==> config.mk <==
export PLATFORM = sky130hd
export DESIGN_NAME = deser_8_32
export DESIGN_NICKNAME = d
export VERILOG_FILES = /design/src/rtl/deser_pkg.sv /design/src/rtl/deser_timeout.sv /design/src/rtl/deser_8_32.sv
export SDC_FILE = /design/constraint.sdc
export NUM_CORES = 1
export LEC_CHECK = 0
export ABC_AREA = 1
export BUFFER_PORTS_ARGS = -buffer_cell sky130_fd_sc_hd__buf_4
export CORE_UTILIZATION = 40
export CTS_CLUSTER_DIAMETER = 120
export DETAILED_ROUTE_END_ITERATION = 10
export PLACE_DENSITY_LB_ADDON = 0.25
export SYNTH_ARGS = -nofsm -noshare
export SYNTH_HDL_FRONTEND = slang
export SYNTH_SLANG_ARGS = --single-unit
==> constraint.sdc <==
create_clock -name clk4f -period 2 [get_ports clk4f]
set_input_delay 0.4 -clock clk4f [delete_from_list [all_inputs] [get_ports clk4f]]
set_output_delay 0.4 -clock clk4f [all_outputs]
set_load 0.02 [all_outputs]
==> src/rtl/deser_pkg.sv <==
// deser_pkg: widths, byte-lane constants and FSM state type shared by the
// 8->32 deserializer and its idle-timeout helper.
// Pure declarations; no logic, no timing.
package deser_pkg;

  localparam int BYTE_W         = 8;
  localparam int WORD_W         = 32;
  localparam int BYTES_PER_WORD = 4;

  // Byte counter is 2 bits wide: 0..3 covers one word exactly.
  localparam int CNT_W = 2;

  // Index of the final byte of a word within the counter range.
  localparam logic [CNT_W-1:0] LAST_IDX = CNT_W'(BYTES_PER_WORD - 1);

  // Bytes held in the shift register before the final byte arrives.
  localparam int HOLD_W = WORD_W - BYTE_W;

  // IDLE: no partial word held. COLLECT: 1..3 bytes of a word held.
  typedef enum logic {
    IDLE    = 1'b0,
    COLLECT = 1'b1
  } deser_state_t;

endpackage : deser_pkg

==> src/rtl/deser_timeout.sv <==
// deser_timeout: counts consecutive idle cycles while a partial word is held.
// Latency: expire is combinational on the TIMEOUT-th consecutive idle cycle.
// Backpressure: none; the count clears on any accepted byte or outside COLLECT.
module deser_timeout #(
  parameter int TIMEOUT = 8
) (
  input  logic clk4f,
  input  logic reset_L,
  input  logic collecting,
  input  logic valid_in,
  output logic expire
);

  // Wide enough to hold values 0..TIMEOUT-1.
  localparam int CW = (TIMEOUT < 2) ? 1 : $clog2(TIMEOUT);
  localparam logic [CW-1:0] LAST = CW'(TIMEOUT - 1);

  logic [CW-1:0] idle_cnt;

  // The current idle cycle is the TIMEOUT-th in a row when the count already
  // holds TIMEOUT-1 earlier idle cycles.
  always_comb begin
    expire = collecting && !valid_in && (idle_cnt == LAST);
  end

  // Idle counter: advances on idle cycles inside a partial word, clears on
  // any accepted byte, on expiry, and whenever no partial word is held.
  always_ff @(posedge clk4f) begin
    if (!reset_L) begin
      idle_cnt <= '0;
    end else if (!collecting || valid_in || expire) begin
      idle_cnt <= '0;
    end else begin
      idle_cnt <= idle_cnt + CW'(1);
    end
  end

endmodule : deser_timeout

==> src/rtl/deser_8_32.sv <==
// deser_8_32: assembles an MSB-first byte stream into 32-bit words.
// Latency: data_out/valid_out register on the edge that accepts the 4th byte.
// Backpressure: none; every byte with valid_in=1 is accepted.
// Optional idle timeout on partial words: define DESER_TIMEOUT_EN.
module deser_8_32
  import deser_pkg::*;
#(
  parameter int TIMEOUT = 8
) (
  input  logic        clk4f,
  input  logic        reset_L,
  input  logic        valid_in,
  input  logic [7:0]  data_in,
  output logic        valid_out,
  output logic [31:0] data_out,
  output logic        err_drop
);

  // A zero timeout would discard every partial word immediately.
  if (TIMEOUT < 1) begin : g_bad_timeout
    $error("deser_8_32: TIMEOUT must be at least 1");
  end

  deser_state_t       state_q, state_d;
  logic [CNT_W-1:0]   cnt_q, cnt_d;
  logic [HOLD_W-1:0]  shreg_q, shreg_d;
  logic               word_done;
  logic               drop;
  logic               timeout_hit;

`ifdef DESER_TIMEOUT_EN
  logic err_drop_q;

  deser_timeout #(
    .TIMEOUT (TIMEOUT)
  ) u_timeout (
    .clk4f      (clk4f),
    .reset_L    (reset_L),
    .collecting (state_q == COLLECT),
    .valid_in   (valid_in),
    .expire     (timeout_hit)
  );

  // Drop indication: one-cycle pulse after a partial word is abandoned.
  always_ff @(posedge clk4f) begin
    if (!reset_L) begin
      err_drop_q <= 1'b0;
    end else begin
      err_drop_q <= drop;
    end
  end

  assign err_drop = err_drop_q;
`else
  // Partial words are held indefinitely; nothing is ever dropped.
  assign timeout_hit = 1'b0;
  assign err_drop    = 1'b0;
`endif

  // Next-state logic: shift in accepted bytes, close a word on the 4th byte,
  // abandon a partial word on timeout. Idle cycles leave everything as is.
  always_comb begin
    state_d   = state_q;
    cnt_d     = cnt_q;
    shreg_d   = shreg_q;
    word_done = 1'b0;
    drop      = 1'b0;
    unique case (state_q)
      IDLE: begin
        if (valid_in) begin
          shreg_d = {shreg_q[HOLD_W-BYTE_W-1:0], data_in};
          cnt_d   = CNT_W'(1);
          state_d = COLLECT;
        end
      end
      COLLECT: begin
        if (valid_in) begin
          if (cnt_q == LAST_IDX) begin
            // Final byte goes straight to the output register, so the next
            // word's first byte can land in the shift register next edge.
            word_done = 1'b1;
            cnt_d     = '0;
            state_d   = IDLE;
          end else begin
            shreg_d = {shreg_q[HOLD_W-BYTE_W-1:0], data_in};
            cnt_d   = cnt_q + CNT_W'(1);
          end
        end else if (timeout_hit) begin
          drop    = 1'b1;
          cnt_d   = '0;
          state_d = IDLE;
        end
      end
      default: begin
        state_d = IDLE;
        cnt_d   = '0;
      end
    endcase
  end

  // State, byte counter and shift register; reset wins over valid_in.
  always_ff @(posedge clk4f) begin
    if (!reset_L) begin
      state_q <= IDLE;
      cnt_q   <= '0;
      shreg_q <= '0;
    end else begin
      state_q <= state_d;
      cnt_q   <= cnt_d;
      shreg_q <= shreg_d;
    end
  end

  // Output word register: loads only on word completion so data_out stays
  // stable between pulses; valid_out is a single-cycle strobe.
  always_ff @(posedge clk4f) begin
    if (!reset_L) begin
      data_out  <= '0;
      valid_out <= 1'b0;
    end else begin
      valid_out <= word_done;
      if (word_done) begin
        data_out <= {shreg_q, data_in};
      end
    end
  end

endmodule : deser_8_32

== Word level (Yosys, flattened, before mapping) ==
Index checks and enable logic that the tools add are counted.
W data, S select, Z words.

* Bits in registers: 60
* Input port bits: 11
* Output and inout port bits: 34
* Logic and storage cells: 28

* $add $sub $neg: 1
* Equal/unequal tests: 4
* Muxes and demuxes: 15
* Bitwise logic cells: 1
* Reductions and logical operators: 2

{| class="wikitable"
|+ Operator list
! cell !! number
|-
| $mux W24 || 3
|-
| $pmux W24 S2 || 1
|-
| $mux W1 || 6
|-
| $mux W2 || 3
|-
| $ne A2 B2 Y1 const B || 3
|-
| $pmux W2 S2 || 1
|-
| $reduce_and A3 Y1 || 1
|-
| $add A2 B1 Y2 const B || 1
|-
| $eq A2 B2 Y1 const B || 1
|-
| $pmux W1 S2 || 1
|-
| $reduce_and A2 Y1 || 1
|-
| $not A1 Y1 || 1
|}

== Depth between registers and ports, before layout ==
* Depth after elaboration: 4
* Gate-level depth with buffers: 6
* Depth with buffers taken out: 5

== Worst setup path before layout ==
Ideal clock, no wire load.

* Kind: register to register
* Start point: register cnt_q[0]
* End point: register shreg_q[10]
* Setup time: 115 ps
* Arrival time: 1055 ps
* Data required time: 1885 ps
* Path slack: 830 ps
* Cell stages (with the launch flop): 7
* Buffers on the path: 2
* Clock period less this slack: 1170 ps
* Cells stage by stage: dfxtp_1 ha_1 nand2_1 buf_2 buf_6 a21oi_1 nor2_1

* Word-level cells in the longest chain between the ends: 3

{| class="wikitable"
|+ RTL lines
! item !! line !! source
|-
| from (decl) || deser_8_32.sv:25 || <nowiki>logic [CNT_W-1:0] cnt_q, cnt_d;</nowiki>
|-
| from (signal assigned) || deser_8_32.sv:109 || <nowiki>cnt_q <= cnt_d;</nowiki>
|-
| $eq A2 B2 Y1 || deser_8_32.sv:78 || <nowiki>if (cnt_q == LAST_IDX) begin</nowiki>
|-
| $ne A2 B2 Y1 (no line) || -- ||
|-
| $reduce_and A3 Y1 (no line) || -- ||
|-
| to (signal assigned) || deser_8_32.sv:110 || <nowiki>shreg_q <= shreg_d;</nowiki>
|-
| to (decl) || deser_8_32.sv:26 || <nowiki>logic [HOLD_W-1:0] shreg_q, shreg_d;</nowiki>
|}

No other way between the ends.
A chain may end at the register's enable or synchronous reset.

== Worst setup path in the final report ==
* Start point: register cnt_q[0]
* End point: register data_out[27]

* Word-level cells in the longest chain between the ends: 4

{| class="wikitable"
|+ RTL lines
! item !! line !! source
|-
| $eq A2 B2 Y1 || deser_8_32.sv:78 ||
|-
| $mux W1 || deser_8_32.sv:78 ||
|-
| $mux W1 || deser_8_32.sv:77 || <nowiki>if (valid_in) begin</nowiki>
|-
| $mux W1 || deser_8_32.sv:68 || <nowiki>unique case (state_q)</nowiki>
|-
| to (signal assigned) || deser_8_32.sv:123 || <nowiki>data_out <= {shreg_q, data_in};</nowiki>
|-
| to (decl) || deser_8_32.sv:15 || <nowiki>output logic [31:0] data_out,</nowiki>
|}

No other way between the ends.

==> metrics.cfg <==
[yosys]
syn_nets = 335
synth_compound_area_share_pct = 5.419
synth.distinct_cells = 16
yosysSeqAreaShare_pct = 50.03
syn_area_sq_mm = 0.002401
synthMuxAreaShare_pct = 0
synth-simple-area-share_pct = 33.19
syn_inst = 323
ys_ff_latch = 60
ys_warn_count = 0
synth_top_family_by_area = simple AND/OR/NAND/NOR gates
synth_fa_ha_area_share_pct = 0.5211
synth_xor_area_share_pct = 0
syn_avg_cell_area_sq_um = 7.434

[clocking]
cts_root_buf = clkbuf_8
insertion_delay_ps = 330
clkTransAtPathRegs_ps = 70
clock_sinks = 60
cts.hold.buffers_added = 0
cts_tree = built
cts_setup_buffers = 0
htree_levels = 3
clockBufferDepth = 2
numCtsBuffers = 9
post_cts_resized = 0

[final_layout]
syn_to_final_growth_pct = 21.99
nNetsFinal = 367
multi_input_area_sq_um = 943.4
drive_gt1_share_pct = 17.78
n_antenna_cell = 0
final_cell_count_no_fill = 432
postLayoutCellArea_sq_mm = 0.002929
utilization_pct = 51.92
fill_cells = 557
regArea_sq_mm = 0.001201

[routing]
wl_per_cell_um = 11.82
vias_per_cell = 4.970
drt-total-wl_um = 5106
vias = 2147
final_antenna_net_count = 0
drt-pass1-iter-count = 4
drc = 0
drt-initial-drc-count = 94

[placed_design]
gp_congestion = 0.7477
dp_hpwl_um = 3223
dp_slack_ps = 279.3
port_buffers = 43
dp_cells = 416
placedInstanceArea_sq_mm = 0.002729

[global_routing]
grtUsageMet1_pct = 22.25
grt_usage_pct = 17.47
grt_overflow = 0
antenna_found_initial = 0
first_global_vias = 1871
grt_max_degree = 47
grt_util_met3_pct = 6.514
grt_pass1_wl_um = 8521
use_met2_pct = 26.41
busiest_layer = met2

[floorplanning]
die_w_um = 79.48
placementRows = 27
start_util_pct = 42.56
dieArea_sq_mm = 0.006316
core_area_sq_mm = 0.005642
io_pins = 45
die_h_um = 79.48

[critical_path]
path_cells = ha_1 -> inv_1 -> nor2_4 -> buf_4 -> nand3_1 -> nand2_1
crit_arrival_ps = 1860
ff2ff_path_depth = 6
path_class = register to register
cp_top_family = simple AND/OR/NAND/NOR gates
slowest_delay_ps = 390
crit_buf_inv = 2
crit_fanout = 20
cp.required_ps = 2280
cp.depth = 6
start_kind = register
crit_path_end_kind = register
cpMaxStageDelayCell = nor2_4

[sta]
max_freq_ghz = 0.6350
setup_viol = 0
final.period_utilization_pct = 78.74
min_period_ps = 1575
holdWs_ps = 291.2
fin_tns_setup_ps = 0
rsz0062_at_grt = no
postLayoutSetupSlackWorst_ps = 425.2
final.setup_skew_ps = 5.443
finalHoldViolCount = 0
drv_slew = 0

[run]
drv_cap = 0

[pwr]
power_mw = 2.491
pwr-share-seq_pct = 50.6
leakage_nw = 1.463
p_sw_uw = 575.1
p_int_mw = 1.916
p_clk_share_pct = 43.1
p_comb_share_pct = 6.3
p_sw_share_pct = 23.09
p_per_area_mw_per_mm2 = 850.4
ir_drop_mv = 0.4418

[hold_path]
hold_depth = 3
hold_path.class = primary input to register

[run_status]
status = finished, final reports clean

## Yosys cell counts
cell / n / area share [%]
nor2_4: 1 / 0.47
nand2_1: 59 / 9.2
nor2_1: 29 / 4.5
buf_4: 5 / 1.6
buf_6: 2 / 0.94
conb_1: 1 / 0.16
a21oi_1: 25 / 5.2
buf_2: 13 / 2.7
clkbuf_1: 6 / 0.94
o21ai_0: 1 / 0.21
nor3_1: 1 / 0.21
nand3_1: 90 / 19
ha_1: 1 / 0.52
buf_1: 2 / 0.31
inv_1: 27 / 4.2
dfxtp_1: 60 / 50
## cell usage in the layout, fill, tap and decap left out, types with 2 or more instances in the layout
master	synthesis	final
nand3_1	90	90
clkbuf_8	0	14
nor2_1	29	29
inv_1	27	27
nand2_1	59	59
a21oi_1	25	25
dfxtp_1	60	60
buf_12	0	2
buf_4	5	47
clkbuf_1	6	2
## flip-flops by register name, indices dropped and copies added, names as in the netlist
signal	flops
cnt_q	2
shreg_q	24
data_out	32
valid_out	1
state_q	1
## path summary, 6_finish.rpt
check                 endpoint  slack, ps        start
hold reg to reg   data_out[26]        470  shreg_q[18]
hold / removal     data_out[3]        290   data_in[3]
setup reg to reg  data_out[27]        430     cnt_q[0]
setup / recovery  data_out[27]        430     cnt_q[0]
## per-layer routing
layer  share of wire [%]  vias up  wire, um
li1                    -     1106         -
met1                  49      996      2493
met2                  46       39      2338
met3                 4.1        6       209
met4                 1.3        0        65
met5                   0        -         0
## layout make-up
cell class	instances	share of cell area, %
flip-flops and latches	60	41.01
multi-input cells	208	32.21
repair buffers	49	13.41
clock buffers	16	6.835
inverters	27	3.460
well taps	72	3.076
## kinds of logic (layout without fill, tap and decap cells)
logic type | Yosys count | in the layout
fa+ha+maj | 1 | 1
compound gates | 26 | 26
other cells | 1 | 1
buf+inv | 55 | 92
simple gates | 180 | 180
flops | 60 | 60
## worst register-to-register path: cells and delay by family, from the launching register on
kind                     cells  cell delay, ps
AND/OR/NAND/NOR              3             570
buffers and inverters        2             380
flip-flops                   1             350
adder cells (fa/ha/maj)      1             230
## power groups by stage
stage | sequential (mW) | clock (mW) | combinational, mW
after floorplan | 1.28 | 0 | 0.122
after global placement | 1.29 | 0 | 0.156
after detailed placement | 1.29 | 0 | 0.158
after CTS | 1.26 | 1.09 | 0.158
after global routing | 1.26 | 1.15 | 0.180
final | 1.26 | 1.07 | 0.157
Power figures use the tool's default switching activity.
